[config.mk]
export PLATFORM = sky130hd
export DESIGN_NAME = hazard_ctrl_flat
export DESIGN_NICKNAME = d
export VERILOG_FILES = /design/src/rtl/hazard_ctrl_if.sv /design/src/rtl/hazard_ctrl.sv /design/src/flat_wrapper.sv
export SDC_FILE = /design/constraint.sdc
export NUM_CORES = 1
export LEC_CHECK = 0
export ABC_CLOCK_PERIOD_IN_PS = 5800
export BUFFER_PORTS_ARGS = -buffer_cell sky130_fd_sc_hd__buf_2
export CORE_AREA = 2 2 132 134
export DETAILED_ROUTE_END_ITERATION = 8
export DIE_AREA = 0 0 134 136
export PLACE_DENSITY = 0.79
export RECOVER_POWER = 25
export SYNTH_ARGS = -nofsm -noshare
export SYNTH_HDL_FRONTEND = slang
export SYNTH_SLANG_ARGS = --single-unit
[constraint.sdc]
create_clock -name clk -period 5.8 [get_ports clk]
set_clock_uncertainty 0.15 [all_clocks]
set_input_delay 0.87 -clock clk [delete_from_list [all_inputs] [get_ports clk]]
set_output_delay 0.87 -clock clk [all_outputs]
set_load 0.005 [all_outputs]
[src/rtl/hazard_ctrl_if.sv]
// hazard_ctrl_if: bundle of the hazard controller's pipeline-facing signals.
//   master : pipeline side. Drives the hazard inputs (branch/trap/load-use/
//            mem_busy/redirect_ready/cnt_clr) and receives stall/flush/
//            redirect/perf outputs.
//   slave  : hazard controller side. The directions are the mirror image.
interface hazard_ctrl_if #(
    parameter int XLEN   = 64,
    parameter int NSTAGE = 5,
    parameter int CNT_W  = 32
);
    logic              branch_taken_ex;
    logic [XLEN-1:0]   branch_target_ex;
    logic              trap_req;
    logic [XLEN-1:0]   trap_vector;
    logic              no_forwarding_data;
    logic              mem_busy;
    logic              redirect_ready;
    logic              cnt_clr;
    logic [NSTAGE-1:0] stall;
    logic [NSTAGE-1:0] flush;
    logic              nop_issue;
    logic              redirect_valid;
    logic [XLEN-1:0]   redirect_target;
    logic [CNT_W-1:0]  stall_cycles;
    logic [CNT_W-1:0]  redirect_count;

    modport master (
        output branch_taken_ex, branch_target_ex, trap_req, trap_vector,
               no_forwarding_data, mem_busy, redirect_ready, cnt_clr,
        input  stall, flush, nop_issue, redirect_valid, redirect_target,
               stall_cycles, redirect_count
    );

    modport slave (
        input  branch_taken_ex, branch_target_ex, trap_req, trap_vector,
               no_forwarding_data, mem_busy, redirect_ready, cnt_clr,
        output stall, flush, nop_issue, redirect_valid, redirect_target,
               stall_cycles, redirect_count
    );
endinterface

[src/rtl/hazard_ctrl.sv]
// hazard_ctrl: stall/flush/redirect controller for an NSTAGE in-order pipeline.
// Ports:
//   clk  - clock
//   rst  - asynchronous active-high reset; all outputs read 0 while high
//   bus  - hazard_ctrl_if.slave: hazard inputs in; per-stage stall/flush,
//          issue NOP, fetch redirect and perf counters out
// Control outputs are combinational from state and inputs. State, the
// load-use extra-cycle counter, the pending redirect target and the perf
// counters are registered.
module hazard_ctrl #(
    parameter int XLEN      = 64,
    parameter int NSTAGE    = 5,
    parameter int ISSUE_IDX = 3,
    parameter int EX_IDX    = 4,
    parameter int LU_EXTRA  = 0,
    parameter int CNT_W     = 32
) (
    input  logic          clk,
    input  logic          rst,
    hazard_ctrl_if.slave  bus
);

    localparam logic [1:0] ST_RUN  = 2'd0;
    localparam logic [1:0] ST_LU   = 2'd1;
    localparam logic [1:0] ST_PEND = 2'd2;

    localparam logic [NSTAGE-1:0] ONE_N = {{(NSTAGE-1){1'b0}}, 1'b1};
    // Stages younger than EX are on the wrong path after a branch.
    localparam logic [NSTAGE-1:0] BR_MASK = (ONE_N << EX_IDX) - ONE_N;
    // A trap also kills the trapping instruction in EX itself.
    localparam logic [NSTAGE-1:0] TRAP_MASK =
        (EX_IDX + 1 >= NSTAGE) ? {NSTAGE{1'b1}} : ((ONE_N << (EX_IDX + 1)) - ONE_N);
    // Stages feeding the issue stage hold while it emits a bubble.
    localparam logic [NSTAGE-1:0] LU_MASK = (ONE_N << ISSUE_IDX) - ONE_N;
    localparam logic [3:0] LU_LOAD = 4'(LU_EXTRA);
    localparam logic [CNT_W-1:0] CNT_ONE = {{(CNT_W-1){1'b0}}, 1'b1};

    logic [1:0]        state_q, state_d;
    logic [3:0]        lu_cnt_q, lu_cnt_d;
    logic [XLEN-1:0]   pend_q, pend_d;
    logic [CNT_W-1:0]  stall_cycles_q, stall_cycles_d;
    logic [CNT_W-1:0]  redirect_count_q, redirect_count_d;

    logic [NSTAGE-1:0] stall_s;
    logic [NSTAGE-1:0] flush_s;
    logic              nop_s;
    logic              rv_s;
    logic [XLEN-1:0]   rt_s;

    // Priority decode of hazards into control outputs and next state.
    always_comb begin
        stall_s  = {NSTAGE{1'b0}};
        flush_s  = {NSTAGE{1'b0}};
        nop_s    = 1'b0;
        rv_s     = 1'b0;
        rt_s     = {XLEN{1'b0}};
        state_d  = state_q;
        lu_cnt_d = lu_cnt_q;
        pend_d   = pend_q;
        if (rst) begin
            // Outputs forced quiet while reset is held.
            state_d = ST_RUN;
        end else if (bus.mem_busy) begin
            // Whole-pipe freeze; the frozen stages re-present their hazards later.
            stall_s = {NSTAGE{1'b1}};
        end else if (state_q == ST_PEND) begin
            flush_s = BR_MASK;
            rv_s    = 1'b1;
            rt_s    = pend_q;
            if (bus.redirect_ready) begin
                state_d = ST_RUN;
            end else begin
                state_d = ST_PEND;
            end
        end else if (bus.trap_req || bus.branch_taken_ex) begin
            rv_s     = 1'b1;
            lu_cnt_d = 4'd0;
            if (bus.trap_req) begin
                flush_s = TRAP_MASK;
                rt_s    = bus.trap_vector;
            end else begin
                flush_s = BR_MASK;
                rt_s    = bus.branch_target_ex;
            end
            if (bus.redirect_ready) begin
                state_d = ST_RUN;
            end else begin
                pend_d  = rt_s;
                state_d = ST_PEND;
            end
        end else if (state_q == ST_LU) begin
            stall_s  = LU_MASK;
            nop_s    = 1'b1;
            lu_cnt_d = lu_cnt_q - 4'd1;
            if (lu_cnt_q <= 4'd1) begin
                lu_cnt_d = 4'd0;
                state_d  = ST_RUN;
            end else begin
                state_d  = ST_LU;
            end
        end else if (bus.no_forwarding_data) begin
            stall_s = LU_MASK;
            nop_s   = 1'b1;
            if (LU_LOAD != 4'd0) begin
                lu_cnt_d = LU_LOAD;
                state_d  = ST_LU;
            end else begin
                state_d  = ST_RUN;
            end
        end else begin
            state_d = ST_RUN;
        end
    end

    // Saturating perf counters; clear wins over increment.
    always_comb begin
        stall_cycles_d   = stall_cycles_q;
        redirect_count_d = redirect_count_q;
        if (bus.cnt_clr) begin
            stall_cycles_d   = {CNT_W{1'b0}};
            redirect_count_d = {CNT_W{1'b0}};
        end else begin
            if ((|stall_s) && !(&stall_cycles_q)) begin
                stall_cycles_d = stall_cycles_q + CNT_ONE;
            end else begin
                stall_cycles_d = stall_cycles_q;
            end
            if (rv_s && bus.redirect_ready && !(&redirect_count_q)) begin
                redirect_count_d = redirect_count_q + CNT_ONE;
            end else begin
                redirect_count_d = redirect_count_q;
            end
        end
    end

    // State, load-use counter, pending target and perf counter registers.
    always_ff @(posedge clk or posedge rst) begin
        if (rst) begin
            state_q          <= ST_RUN;
            lu_cnt_q         <= 4'd0;
            pend_q           <= {XLEN{1'b0}};
            stall_cycles_q   <= {CNT_W{1'b0}};
            redirect_count_q <= {CNT_W{1'b0}};
        end else begin
            state_q          <= state_d;
            lu_cnt_q         <= lu_cnt_d;
            pend_q           <= pend_d;
            stall_cycles_q   <= stall_cycles_d;
            redirect_count_q <= redirect_count_d;
        end
    end

    assign bus.stall           = stall_s;
    assign bus.flush           = flush_s;
    assign bus.nop_issue       = nop_s;
    assign bus.redirect_valid  = rv_s;
    assign bus.redirect_target = rt_s;
    assign bus.stall_cycles    = stall_cycles_q;
    assign bus.redirect_count  = redirect_count_q;

endmodule
[src/flat_wrapper.sv]
// flat-port wrapper written by rule: the top's interface ports become plain ports
module hazard_ctrl_flat 
#(
    parameter int XLEN      = 64,
    parameter int NSTAGE    = 5,
    parameter int ISSUE_IDX = 3,
    parameter int EX_IDX    = 4,
    parameter int LU_EXTRA  = 0,
    parameter int CNT_W     = 32
)
  (clk, rst, bus_branch_taken_ex, bus_branch_target_ex, bus_trap_req, bus_trap_vector, bus_no_forwarding_data, bus_mem_busy, bus_redirect_ready, bus_cnt_clr, bus_stall, bus_flush, bus_nop_issue, bus_redirect_valid, bus_redirect_target, bus_stall_cycles, bus_redirect_count);
  hazard_ctrl_if #(.XLEN(XLEN), .NSTAGE(NSTAGE), .CNT_W(CNT_W)) bus_i ();
  input  logic clk;
  input  logic rst;
  input wire logic [$bits(bus_i.branch_taken_ex)-1:0] bus_branch_taken_ex;
  input wire logic [$bits(bus_i.branch_target_ex)-1:0] bus_branch_target_ex;
  input wire logic [$bits(bus_i.trap_req)-1:0] bus_trap_req;
  input wire logic [$bits(bus_i.trap_vector)-1:0] bus_trap_vector;
  input wire logic [$bits(bus_i.no_forwarding_data)-1:0] bus_no_forwarding_data;
  input wire logic [$bits(bus_i.mem_busy)-1:0] bus_mem_busy;
  input wire logic [$bits(bus_i.redirect_ready)-1:0] bus_redirect_ready;
  input wire logic [$bits(bus_i.cnt_clr)-1:0] bus_cnt_clr;
  output wire logic [$bits(bus_i.stall)-1:0] bus_stall;
  output wire logic [$bits(bus_i.flush)-1:0] bus_flush;
  output wire logic [$bits(bus_i.nop_issue)-1:0] bus_nop_issue;
  output wire logic [$bits(bus_i.redirect_valid)-1:0] bus_redirect_valid;
  output wire logic [$bits(bus_i.redirect_target)-1:0] bus_redirect_target;
  output wire logic [$bits(bus_i.stall_cycles)-1:0] bus_stall_cycles;
  output wire logic [$bits(bus_i.redirect_count)-1:0] bus_redirect_count;
  assign bus_i.branch_taken_ex = bus_branch_taken_ex;
  assign bus_i.branch_target_ex = bus_branch_target_ex;
  assign bus_i.trap_req = bus_trap_req;
  assign bus_i.trap_vector = bus_trap_vector;
  assign bus_i.no_forwarding_data = bus_no_forwarding_data;
  assign bus_i.mem_busy = bus_mem_busy;
  assign bus_i.redirect_ready = bus_redirect_ready;
  assign bus_i.cnt_clr = bus_cnt_clr;
  assign bus_stall = bus_i.stall;
  assign bus_flush = bus_i.flush;
  assign bus_nop_issue = bus_i.nop_issue;
  assign bus_redirect_valid = bus_i.redirect_valid;
  assign bus_redirect_target = bus_i.redirect_target;
  assign bus_stall_cycles = bus_i.stall_cycles;
  assign bus_redirect_count = bus_i.redirect_count;
  hazard_ctrl #(.XLEN(XLEN), .NSTAGE(NSTAGE), .ISSUE_IDX(ISSUE_IDX), .EX_IDX(EX_IDX), .LU_EXTRA(LU_EXTRA), .CNT_W(CNT_W)) u_core (.clk(clk), .rst(rst), .bus(bus_i));
endmodule
==> run_results.csv <==
group,metric,value,unit
pwr,ir_drop,198.5,uV
yosys,syn_nets,992,
grt,grt-ovfl-total,0,
setup_path,max_stage_delay,0.74,ns
cts,cts_hold_buf,0,
yosys,mappedNetlistArea,7422,um2
floorplanning,ios,276,
sta,period_needed,3.619,ns
setup_path,critPathMostFrequentCell,"buf_4",
setup_path,critPathRequiredTime,4.78,ns
sta,fmax,0.2763,GHz
setup_path,r2r_end,"u_core.bus.redirect_count[28]$_DFFE_PP0P_",
placed_design,io_buffers,275,
sta,setup_slack,2.181,ns
floorplanning,core_area,16880,um2
cells_and_area,num-nets-final,1237,
route,firstDrtPassIters,5,
grt,track_usage,22.92,%
run_status,status,"complete, no violations",
route,routedWlPerCell,15.65,um
cts,clk_pin_slew,0.05,ns
setup_path,cp_top_family,"buffers and inverters",
floorplanning,initial_core_util,43.98,%
route,drt-initial-drc-count,485,
setup_path,arrival,2.60,ns
sta,setup_viol,0,
setup_path,endpoint_kind,"output pin",
hold_path,hold_path.startpoint,"u_core.lu_cnt_q[1]$_DFFE_PP0P_",
sta,finalHoldViolations,0,
route,antenna_left,0,
setup_path,r2r_slack,2.94,ns
yosys,synthArstFlopShare,100.0,%
setup_path,crit_slowest_cell,"buf_4",
floorplanning,fp.dieArea,18220,um2
placed_design,dp_hpwl,14.60,mm
floorplanning,die_w,134,um
cts,cts_root_buffer,"clkbuf_16",
yosys,seq_area_frac_synth,45.18,%
yosys,synth_commonest_cells,"dfrtp_1, nor2_1, nand2_1",
yosys,yosysTopAreaCellShare,45.18,%
cts,postCtsResizedCells,0,
cts,cts_sinks,134,
placed_design,gp_congestion,0.8154,
yosys,ys_ff_latch,134,
floorplanning,rows,48,
grt,grt_pass1_vias,6646,
setup_path,worstPathCellList,"buf_4 -> buf_4 -> mux2i_1 -> o21ai_0 -> buf_2",
yosys,yosys.area.top_type,"dfrtp_1",
yosys,yosysWarnings,0,
yosys,synth.most_common_cell,"dfrtp_1",
sta,hold_slack,0.3574,ns
route,drcViolationCount,0,
route,vias_per_cell,5.357,
route,dr_total_vias,7151,
floorplanning,die_h,136,um
hold_path,hold_path.class,"flip-flop to flip-flop",
yosys,synthFlopType,"dfrtp_1",
grt,grt_max_degree,129,
cts,cts_made_buffers,17,
cells_and_area,drive_above_1_share,29.28,%
flow_run,cap_violations,0,
cts,h-tree-depth,4,
setup_path,rr_worst_depth,6,
cts,cts_setup_buffers,0,
hold_path,hold-path-cell-count,2,
sta,worst_pin_slew,1.044,ns
sta,rsz0062_at_grt,"no",
yosys,synth_cells,852,
setup_path,critPathLaunchType,"input port",
placed_design,pre_cts_ws,2.174,ns
setup_path,cp_max_fo,59,
sta,maxSlewHeadroom,29.54,%
hold_path,hold_path_end,"u_core.lu_cnt_q[1]$_DFFE_PP0P_",
cts,clk_latency,0.42,ns
cts,cts_tree,"yes",
yosys,synth_area_leaders,"dfrtp_1, mux2i_1, nor2_1",
cts,cts_buffer_depth,2,
sta,setup-tns-final,0,ns
setup_path,r2r-start,"u_core.state_q[0]$_DFFE_PP0N_",
pwr,p_per_area,266.7,nW/um2
yosys,synth_cell_types,46,
pwr,power,2.542,mW
yosys,synth-edff-count,0,
setup_path,cp_num_buf_inv,3,
route,routed_wl,20.90,mm
sta,report.final.slew_viol_count,0,
setup_path,worstSetupPathType,"input port to output pin",
cells_and_area,antennaDiodeCount,0,
sta,finalCritPeriodShare,62.39,%
grt,grt_antenna_before_repair,0,
cells_and_area,area_delta_synth_final,28.42,%
grt,grt_pass1_wl,33.33,mm
pwr,p_leak,4.564,nW
yosys,syn-mean-instance-area,8.711,um2
==> area by class of cell <==
| type | count | area (um2) |
|---|---|---|
| fillers | 1512 | 7345 |
| clock buffers | 18 | 439.2 |
| well taps | 225 | 281.5 |
| multi-input cells | 651 | 3812 |
| repair buffers | 282 | 1429 |
| inverters | 11 | 45.04 |
| clock inverters | 14 | 171.4 |
| flip-flops and latches | 134 | 3353 |
==> routing by layer <==
metal	global-route usage [%]	vias up	share of wire, %
li1	-	3459	-
met1	31.21	3435	44
met3	4.474	30	4.6
met4	7.742	0	1.6
met2	36.81	227	50
met5	0	-	0
==> flip-flops by register name, summed over array words and instances (netlist names) <==
register / flops
u_core.state_q: 2
u_core.bus.redirect_count: 32
u_core.lu_cnt_q: 4
u_core.bus.stall_cycles: 32
u_core.pend_q: 64
==> where the power goes <==
group | leakage, nW | internal, mW | switching (mW) | total, mW
logic | 2.59 | 0.141 | 0.180 | 0.321
clock network | 0.293 | 0.691 | 0.429 | 1.12
registers | 1.68 | 1.04 | 0.0609 | 1.10
==> how the worst max path moves through the flow <==
stage,startpoint,endpoint,slack [ns],cells after the start
final,bus_trap_req,bus_redirect_target[8],2.18,5
after global routing,bus_trap_req,bus_redirect_target[0],2.04,5
after CTS,bus_trap_req,bus_redirect_target[0],2.17,5
after detailed placement,bus_trap_req,bus_redirect_target[0],2.17,5
after global placement,bus_trap_req,bus_redirect_target[0],2.23,5
after floorplan,rst,bus_stall[1],1.11,6
==> tightest hold or removal path: stages (launching register included) <==
cell,delay (ns)
dfrtp_1,0.36
nand2_1,0.05
o21ai_0,0.06
==> stage by stage <==
step,util (%),std cells,instance area [um2]
finish,56.48,1335,9532
global route,56.48,1335,9532
CTS,56.57,1335,9547
detailed placement,52.95,1303,8936
global placement,52.95,1303,8936
floorplan,-,852,7426
==> layout by cell type (no fill, tap or decap), types with 18 or more instances in the layout <==
master	instances
buf_2	262
dfrtp_1	134
nor2_1	130
nand2_1	93
o21ai_0	79
a21oi_1	77
mux2i_1	65
xnor2_1	30
nand3_1	25
xor2_1	18
nand4_1	18
==> logic make-up (layout without fill, tap and decap cells) <==
| logic type | count (synthesis) | count (layout) | share of synthesized area (%) |
|---|---|---|---|
| simple gates | 364 | 364 | 23.57 |
| compound gates | 165 | 165 | 11.67 |
| flops | 134 | 134 | 45.18 |
| mux | 70 | 70 | 9.525 |
| buf+inv | 67 | 325 | 3.725 |
| xor+xnor | 48 | 48 | 5.664 |
| fa+ha+maj | 4 | 4 | 0.6743 |
No activity file was read; power rests on OpenSTA's default activity.
